==> config.mk <==
export PLATFORM = sky130hd
export DESIGN_NAME = serial_word_compare
export DESIGN_NICKNAME = d
export VERILOG_FILES = /design/src/rtl/serial_word_compare_pkg.sv /design/src/rtl/serial_word_compare_nibble_cmp4.sv /design/src/rtl/serial_word_compare.sv
export SDC_FILE = /design/constraint.sdc
export NUM_CORES = 1
export LEC_CHECK = 0
export ABC_AREA = 1
export CORE_MARGIN = 3
export CORE_UTILIZATION = 50
export CTS_CLUSTER_SIZE = 10
export DETAILED_ROUTE_END_ITERATION = 10
export PLACE_DENSITY = 0.85
export REMOVE_ABC_BUFFERS = 1
export SYNTH_ARGS = -nofsm -noshare
export SYNTH_HDL_FRONTEND = slang
export SYNTH_SLANG_ARGS = --single-unit
==> constraint.sdc <==
create_clock -name iClk -period 2 [get_ports iClk]
set_clock_uncertainty 0.1 [all_clocks]
set_input_delay 0.2 -clock iClk [delete_from_list [all_inputs] [get_ports iClk]]
set_output_delay 0.2 -clock iClk [all_outputs]
set_load 0.01 [all_outputs]
==> src/rtl/serial_word_compare_pkg.sv <==
// Shared definitions for the serial word comparator: one-hot result codes
// and the FSM state encoding.
// Imported by nibble_cmp4 and serial_word_compare.
package serial_word_compare_pkg;

  // Result codes shared with the upstream 4-bit compare stage.
  // CMP_NONE is only ever seen out of reset.
  localparam logic [2:0] CMP_GT   = 3'b100;
  localparam logic [2:0] CMP_LT   = 3'b010;
  localparam logic [2:0] CMP_EQ   = 3'b001;
  localparam logic [2:0] CMP_NONE = 3'b000;

  typedef enum logic {
    IDLE = 1'b0,
    RUN  = 1'b1
  } state_t;

endpackage : serial_word_compare_pkg

==> src/rtl/serial_word_compare_nibble_cmp4.sv <==
// nibble_cmp4: unsigned 4-bit magnitude compare with a cascade input.
// Latency: combinational. Backpressure: none, it is a pure function.
// Ports: a, b = nibbles to compare; cascade = code used when a == b;
//        result = CMP_GT / CMP_LT, otherwise the cascade code verbatim.
module nibble_cmp4
  import serial_word_compare_pkg::*;
(
  input  logic [3:0] a,
  input  logic [3:0] b,
  input  logic [2:0] cascade,
  output logic [2:0] result
);

  always_comb begin
    result = cascade;
    if (a > b) begin
      result = CMP_GT;
    end else if (a < b) begin
      result = CMP_LT;
    end
  end

endmodule : nibble_cmp4

==> src/rtl/serial_word_compare.sv <==
// serial_word_compare: MSB-first nibble-serial magnitude compare of two WIDTH-bit words, early exit on first unequal nibble.
// Latency: oDone rises j+1 edges after the start edge (j = first differing nibble, MSB = 0), NIB edges if equal.
// Backpressure: none; iStart is ignored while oBusy=1, and a new start may be accepted in the oDone cycle.
// Ports: iClk/iRst_n clock and async active-low reset; iStart request pulse;
//        iData_a/iData_b operands and iCascade (less-significant result), captured on the accepted start;
//        oBusy comparison in progress; oDone one-cycle result strobe; oResult one-hot code, held until next done.
module serial_word_compare
  import serial_word_compare_pkg::*;
#(
  parameter int WIDTH = 16
) (
  input  logic             iClk,
  input  logic             iRst_n,
  input  logic             iStart,
  input  logic [WIDTH-1:0] iData_a,
  input  logic [WIDTH-1:0] iData_b,
  input  logic [2:0]       iCascade,
  output logic             oBusy,
  output logic             oDone,
  output logic [2:0]       oResult
);

  localparam int NIB = WIDTH / 4;
  // A single-nibble word still needs a 1-bit counter to keep the logic legal.
  localparam int CW  = (NIB > 1) ? $clog2(NIB) : 1;

  state_t           state;
  logic [WIDTH-1:0] sh_a;
  logic [WIDTH-1:0] sh_b;
  logic [2:0]       casc;
  logic [CW-1:0]    cnt;
  logic [2:0]       nib_res;

  // Cascade tied to CMP_EQ so that nib_res == CMP_EQ means "this nibble is equal";
  // the captured cascade is only applied once every nibble has matched.
  nibble_cmp4 u_nibble_cmp4 (
    .a       (sh_a[WIDTH-1 -: 4]),
    .b       (sh_b[WIDTH-1 -: 4]),
    .cascade (CMP_EQ),
    .result  (nib_res)
  );

  // The busy flag is the state register itself, so it is glitch-free.
  assign oBusy = (state == RUN);

  always_ff @(posedge iClk or negedge iRst_n) begin
    if (!iRst_n) begin
      state   <= IDLE;
      sh_a    <= '0;
      sh_b    <= '0;
      casc    <= CMP_NONE;
      cnt     <= '0;
      oDone   <= 1'b0;
      oResult <= CMP_NONE;
    end else begin
      oDone <= 1'b0;
      unique case (state)
        IDLE: begin
          if (iStart) begin
            sh_a  <= iData_a;
            sh_b  <= iData_b;
            casc  <= iCascade;
            cnt   <= CW'(NIB - 1);
            state <= RUN;
          end
        end
        RUN: begin
          if (nib_res != CMP_EQ) begin
            oResult <= nib_res;
            oDone   <= 1'b1;
            state   <= IDLE;
          end else if (cnt == '0) begin
            oResult <= casc;
            oDone   <= 1'b1;
            state   <= IDLE;
          end else begin
            // Zero fill keeps the shifted-out tail equal, which never matters
            // because cnt reaches 0 before the fill reaches the top nibble.
            sh_a <= sh_a << 4;
            sh_b <= sh_b << 4;
            cnt  <= cnt - CW'(1);
          end
        end
        default: state <= IDLE;
      endcase
    end
  end

endmodule : serial_word_compare

Word level (Yosys, flattened, before mapping)
Index checks and enable logic that the tools add are counted.
Widths: inputs -> output; s select.
Storage, ports and cells
  bits in registers: 42
  input port bits: 38
  output and inout bits: 5
Operators by class
  reduce and logical (&&, ||, !) cells: 5
  magnitude comparators: 2
  eq/ne operators: 4
  multiplexer cells: 23
  bitwise gates (word level): 1
  $add $sub $neg: 1
Operator list (number)
  $mux 16: 6
  $pmux 16 s2: 2
  $mux 3: 3
  $mux 2: 4
  $mux 1: 6
  $ne 2x2->1 const B: 3
  $gt 4x4->1: 1
  $lt 4x4->1: 1
  $pmux 2 s2: 1
  $reduce_and 2->1: 2
  $ne 3x1->1 const B: 1
  $reduce_and 3->1: 1
  $logic_not 2->1: 1
  $pmux 1 s2: 1
  $reduce_bool 2->1: 1
  $sub 2x1->2 const B: 1
  $not 1->1: 1

Logic depth before layout (Yosys ltp)
Gate-level depths: netlist (run 1).
  depth in word-level cells: 6
  gate-level depth with buffers: 12
  gate-level depth less buffers: 11

Modules after synthesis
From an unflattened synthesis (run 1), not the netlist that was laid out.
Unflattened totals
  cell total of the unflattened synthesis: 301
  area, all modules: 2273.4 um2
By module, submodules not included
  serial_word_compare: times used 1, seq. area each 1051.0 um2, cells an instance 276, area each 2134.5 um2
  nibble_cmp4: times used 1, seq. area each 0.0 um2, cells an instance 25, area each 138.9 um2

Worst setup path after synthesis (run 1)
Ideal clock, no wire load.
  path kind: register to register
  from: register sh_a[15]
  to: register cnt[0]
  arrival: 1.374 ns
  required time: 1.783 ns
  clock period less this slack: 1.591 ns
  buffers on the path: 1
  cell stages (with the launch flop): 11
  path slack: 0.409 ns
  cells stage by stage: dfrtp_1 > ha_1 > nand2_1 > inv_2 > nand3_2 > clkinv_2 > nand3_4 > nand2_8 > buf_12 > nand3_2 > nand2_1
Between the ends
  cells in the longest elaborated chain, start to end: 6
Ends and longest elaborated chain
  start, declared: line serial_word_compare.sv:28  | logic [WIDTH-1:0] sh_a;
  start signal, assigned: line serial_word_compare.sv:60  | sh_a <= iData_a;
  start signal, assigned: line serial_word_compare.sv:79  | sh_a <= sh_a << 4;
  $lt 4x4->1: line serial_word_compare_nibble_cmp4.sv:18  | end else if (a < b) begin
  $mux 2: line serial_word_compare_nibble_cmp4.sv:18
  $mux 3 *: line serial_word_compare_nibble_cmp4.sv:16  | if (a > b) begin
  $ne 3x1->1 *: line serial_word_compare.sv:68  | if (nib_res != CMP_EQ) begin
  $ne 2x2->1 (no line) *
  $reduce_and 3->1 (no line) *
  end signal, assigned: line serial_word_compare.sv:63  | cnt <= CW'(NIB - 1);
  end signal, assigned: line serial_word_compare.sv:81  | cnt <= cnt - CW'(1);
  end, declared: line serial_word_compare.sv:31  | logic [CW-1:0] cnt;
Mark *: on every way between the ends. The rest lies on a longest branch, timed or not.
A chain may end at the register's enable or synchronous reset.

Final worst setup path (run 1)
  from: register sh_a[15]
  to: register oResult[0]
Between the ends
  cells in the longest elaborated chain, start to end: 6
Ends and longest elaborated chain
  $lt 4x4->1: line serial_word_compare_nibble_cmp4.sv:18
  $mux 2: line serial_word_compare_nibble_cmp4.sv:18
  $mux 3 *: line serial_word_compare_nibble_cmp4.sv:16
  $ne 3x1->1: line serial_word_compare.sv:68
  $reduce_bool 2->1 (no line)
  $reduce_and 2->1 (no line)
  end signal, assigned: line serial_word_compare.sv:69  | oResult <= nib_res;
  end signal, assigned: line serial_word_compare.sv:73  | oResult <= casc;
  end, declared: line serial_word_compare.sv:20  | output logic [2:0] oResult
Marked as above.

==> results_dict.tcl, run 1 <==
set metrics [dict create \
    status "complete, no violations" \
    grt_use_total 0.171 \
    grt_pass1_wl_um 8240 \
    slew_violations 0 \
    worst_ep_required_time_ps 2090 \
    viasPerCell 5.05 \
    finalHoldViolations 0 \
    crit-reg2reg-launch "sh_a[15]" \
    numCtsBuffers 5 \
    pin_count 43 \
    cp_cell_sequence "ha_1, nand2_1, inv_2, nand3_2, clkinv_2, nand3_4, nand2_8, nand2_1, o21ai_2" \
    placed_area_mm2 0.00297 \
    die_w_um 77.6 \
    drv_cap 0 \
    synth.most_common_cell "nand2_1" \
    dr_total_vias 1749 \
    syn2layout_area_growth_pct 20.5 \
    max-slew-margin-rel 0.632 \
    critPathKind "reg2reg" \
    detail_route.first_pass.iterations 4 \
    core_area_mm2 0.00485 \
    synth_warnings 0 \
    rsz0062_at_grt "false" \
    synth_edf_count 0 \
    place_congestion 0.729 \
    drive_gt1_frac 0.376 \
    cpMaxStageDelayCell "dfrtp_1" \
    antenna_found_initial 0 \
    synth_cell_type_count 25 \
    clock_latency_ps 300 \
    utilization 0.637 \
    synth-seq-area-share 0.410 \
    syn_area_mm2 0.00256 \
    dp_hpwl_um 3140 \
    grt_overflow 0 \
    finalCritPeriodShare 0.879 \
    seqPwrFrac 0.390 \
    wl_per_cell_um 13.5 \
    grt_max_degree 38 \
    fp.dieArea_mm2 0.00603 \
    std_cell_rows 25 \
    cpPeakStageDelay_ps 390 \
    swShare 0.374 \
    setup_viol 0 \
    die_h_um 77.6 \
    synth_area_leaders "dfrtp_1, nand3_2, mux2_2, nand2_1, ha_1" \
    yosys.area.top_type_share 0.410 \
    clock_power_share 0.178 \
    antenna_left 0 \
    hold_path.class "in2async" \
    comb_power_share 0.432 \
    synthFlopType "dfrtp_1" \
    start_kind "flip-flop" \
    fin_hold_ws_ps 270 \
    synth_common_cells "nand2_1, nand3_2, dfrtp_1, mux2_2, inv_1" \
    fin_nets 321 \
    async_flop_share 1.00 \
    diodes 0 \
    avgSynthCellArea_um2 10.8 \
    drt_iter0_markers 84 \
    syn_inst 237 \
    reg2reg_depth 9 \
    stdcell_area_mm2 0.00309 \
    cp_max_fo 32 \
    clkSinkCount 42 \
    crit_arrival_ps 1850 \
    post_cts_buffers 0 \
    fin_cells 346 \
    cts_tree "yes" \
    dp.cells 337 \
    min_period_ps 1760 \
    worstMarginPinSlew_ps 553 \
    totalPowerFinal_mw 3.66 \
    grt_pass1_vias 1737 \
    cts_max_level 2 \
    powerDensity_mw_per_mm2 1180 \
    drt-total-wl_um 4690 \
    ys_seq_elements 42 \
    numPortBuffers 42 \
    cts_buffer_depth 2 \
    drc_errors 0 \
    cts-root-buf "clkbuf_8" \
    cp_common_cell "nand2_1" \
    vdd_ir_drop_max_uv 545 \
    power.internal_mw 2.29 \
    p_sw_mw 1.37 \
    total_leakage_power_nw 1.47 \
    yosysTopAreaCell "dfrtp_1" \
    clk_pin_slew_ps 80 \
    timing.rr.end "oResult[0]" \
    final.fill_count 404 \
    start_util 0.529 \
    fmax_mhz 569 \
    cp-end-kind "flip-flop" \
    r2r_slack_ps 240 \
]
routing by layer:
metal	up-vias	routed length, um	GRT usage
met5	-	0	0
met4	0	48	0.0427
met3	5	183	0.0406
met2	33	2240	0.276
met1	843	2210	0.232
li1	868	-	-
cells by family after synthesis:
kind of cell	after synthesis	synth area share
AND/OR/NAND/NOR	132	0.356
buffers and inverters	30	0.0937
multiplexers	24	0.105
AO/OA/AOI/OAI	4	0.0107
flip-flops	42	0.410
adder cells (fa/ha/maj)	5	0.0244
area by class of cell:
type,count,area (um^2),share of cell area
well taps,67,83.8,0.0271
inverters,14,56.3,0.0182
repair buffers,50,515,0.167
clock buffers,8,110,0.0356
multi-input cells,165,1270,0.412
flip-flops and latches,42,1050,0.340
worst max-delay path by stage:
stage,startpoint,to,slack [ps],cells past startpoint
floorplan,oBusy,cnt[1],-390,3
global placement,sh_a[15],oResult[0],310,9
detailed placement,sh_a[15],oResult[0],250,9
CTS,sh_a[15],oResult[0],230,9
global route,sh_b[15],sh_a[13],120,10
finish,sh_a[15],oResult[0],240,9
power by group through the flow:
stage | logic (mW) | registers [mW] | clock network (mW)
detailed placement | 1.59 | 1.45 | 0
CTS | 1.61 | 1.43 | 0.663
global route | 1.77 | 1.47 | 0.696
floorplan | 1.14 | 1.44 | 0
global placement | 1.55 | 1.42 | 0
finish | 1.58 | 1.43 | 0.651
per-stage QoR:
stage	setup slack [ps]	TNS, ps
2_1_floorplan	-390	-11980
3_3_place_gp	311	0
3_5_place_dp	252	0
4_1_cts	231	0
5_1_grt	123	0
6_report	241	0
registers in the layout (all words and copies together), names as in the netlist:
register / flops
cnt: 2
casc: 3
sh_b: 16
oBusy: 1
sh_a: 16
oDone: 1
oResult: 3
cells in the final DEF, fill, tap and decap left out, drive strengths merged, types with 3 or more instances in the layout:
cell type	synthesis	final
inv	13	13
nand2	66	66
mux2	24	24
clkdlybuf4s50	0	41
ha	5	5
buf	14	8
nand3	63	63
dfrtp	42	42
clkbuf	2	8
o21ai	3	3
critical path: cells and delay by family, from the launching register on:
kind	cells	cell delay, ps
buf+inv	2	150
flops	1	390
fa+ha+maj	1	320
simple gates	5	620
compound gates	1	50
timing repair:
action | CTS | global route
resized for setup | 0 | 0
hold buffers | 1 | 0
endpoints found under the hold margin | 17 | 0
No activity file was read; power rests on OpenSTA's default activity.
==> run 2: changes to the inputs <==
- CAP_MARGIN: default -> 30
- CORE_ASPECT_RATIO: default -> 0.6
==> results_dict.tcl, run 2 (same netlist as run 1, synthesis figures left out) <==
set metrics [dict create \
    status "complete, no violations" \
    final_cell_mix "nand2_1, nand3_2, dfrtp_1" \
    worstSetupStartpoint "sh_a[15]" \
    cpMaxStageDelayCell "dfrtp_1" \
    worst_ep_required_time_ps 2080 \
    core_area_mm2 0.00475 \
    cp_cell_sequence "ha_1, nand2_1, inv_2, nand3_2, clkinv_2, nand3_4, nand2_8, nand2_1, o21ai_2" \
    cts_max_level 2 \
    diodes 0 \
    fin_hold_ws_ps 341 \
    dp_slack_ps 258 \
    final_common_cell "nand2_1" \
    wl_met3_um 287 \
    critPathKind "reg2reg" \
    clock_latency_ps 290 \
    slew_violations 0 \
    grt_overflow 0 \
    pin_count 43 \
    routed-wl-met2_um 2300 \
    syn2layout_area_growth_pct 19.0 \
    antenna_left 0 \
    fp.dieArea_mm2 0.00605 \
    drc_errors 0 \
    wl_per_cell_um 14.8 \
    numPortBuffers 42 \
    worstMarginPinSlew_ps 742 \
    wl_met1_um 2390 \
    max-slew-margin-rel 0.506 \
    final.fill_count 392 \
    cp-end-kind "flip-flop" \
    dp_hpwl_um 3460 \
    powerDensity_mw_per_mm2 1160 \
    std_cell_rows 19 \
    largestRegisters "sh_a x16, sh_b x16" \
    cp-endpoint "oResult[0]" \
    drt_iter0_markers 68 \
    die_h_um 61.5 \
    numCtsBuffers 5 \
    grt_use_total 0.189 \
    clk_pin_slew_ps 70 \
    timing.rr.end "oResult[0]" \
    post_cts_buffers 0 \
    fmax_mhz 569 \
    r2r_slack_ps 240 \
    cts_tree "yes" \
    place_congestion 0.804 \
    hold_path.class "in2reg" \
    detail_route.first_pass.iterations 4 \
    dr_total_vias 1756 \
    finalWorstSetupSlack_ps 243 \
    finalHoldViolations 0 \
    crit_arrival_ps 1840 \
    crit-reg2reg-launch "sh_a[15]" \
    total_leakage_power_nw 1.45 \
    multi_input_area_mm2 0.00127 \
    cp_common_cell "nand2_1" \
    drv_cap 0 \
    cpPeakStageDelay_ps 400 \
    drt-total-wl_um 5040 \
    setup_viol 0 \
    grt_pass1_wl_um 8850 \
    die_w_um 98.5 \
    grt_max_degree 38 \
    reg2reg_depth 9 \
    finalCritPeriodShare 0.878 \
    ff_latch_area_mm2 0.00105 \
    cp_max_fo 32 \
    antenna_found_initial 0 \
    rsz0062_at_grt "false" \
    viasPerCell 5.15 \
    start_util 0.539 \
    vdd_ir_drop_max_uv 538 \
    min_period_ps 1760 \
    clkSinkCount 42 \
    top_layer "met4" \
    start_kind "flip-flop" \
    fin_nets 322 \
    cts-root-buf "clkbuf_8" \
    drive_gt1_frac 0.374 \
    cts_buffer_depth 2 \
    grt_pass1_vias 1795 \
]
==> run 2: changes by cell type in the layout (fill, tap and decap cells not counted) <==
cell	change
buf_12	-1
buf_4	+2
clkbuf_8	-2
==> run 2: critical path: cells and delay by family, from the launching register on <==
kind                     cells  cell delay (ps)
AO/OA/AOI/OAI                1               50
adder cells (fa/ha/maj)      1              330
buffers and inverters        2              150
flip-flops                   1              400
AND/OR/NAND/NOR              5              600
==> run 2: repair_timing <==
action | 4_1_cts | 5_1_grt
hold buffers | 1 | 0
hold endpoints to repair | 31 | 0
gates resized for setup | 0 | 0
==> run 2: layout make-up <==
class | count | share of cell area
clock buffers | 6 | 0.0270
inverters | 14 | 0.0184
multi-input cells | 165 | 0.417
flip-flops and latches | 42 | 0.344
well taps | 63 | 0.0258
repair buffers | 51 | 0.167
==> run 2: metal layers <==
| metal | GRT usage | vias up |
|---|---|---|
| li1 | - | 868 |
| met1 | 0.253 | 834 |
| met4 | 0.0623 | 0 |
| met5 | 0 | - |
| met3 | 0.0486 | 8 |
| met2 | 0.307 | 46 |
==> run 2: how the worst min path moves through the flow <==
stage | start | endpoint | slack [ps] | cells past startpoint
after floorplan | iRst_n | casc[0] | -200 | 0
after global placement | iRst_n | sh_a[8] | 210 | 1
after detailed placement | iRst_n | sh_a[0] | 200 | 1
after CTS | iData_b[0] | sh_b[0] | 340 | 3
after global routing | iData_b[0] | sh_b[0] | 350 | 3
final | iData_b[0] | sh_b[0] | 340 | 3
==> run 2: power breakdown <==
group,internal [mW],switching [mW]
sequential,1.20,0.231
combinational,0.733,0.839
clock,0.266,0.272
total,2.20,1.34
==> run 2: per-stage QoR <==
step	power (mW)	instances	setup TNS (ps)	area, um^2	utilization
2_1_floorplan	2.58	221	-11980	2380	-
3_3_place_gp	2.97	334	0	2960	0.623
3_5_place_dp	3.04	334	0	2960	0.623
4_1_cts	3.59	341	0	3050	0.642
5_1_grt	3.85	341	0	3050	0.642
6_report	3.54	341	0	3050	0.642
==> run 3: changes to the inputs <==
- CORE_ASPECT_RATIO: 0.6 -> default
- CTS_CLUSTER_DIAMETER: default -> 30
==> results of run 3 <==
Final layout, timing and power as in run 1 (identical DEF).
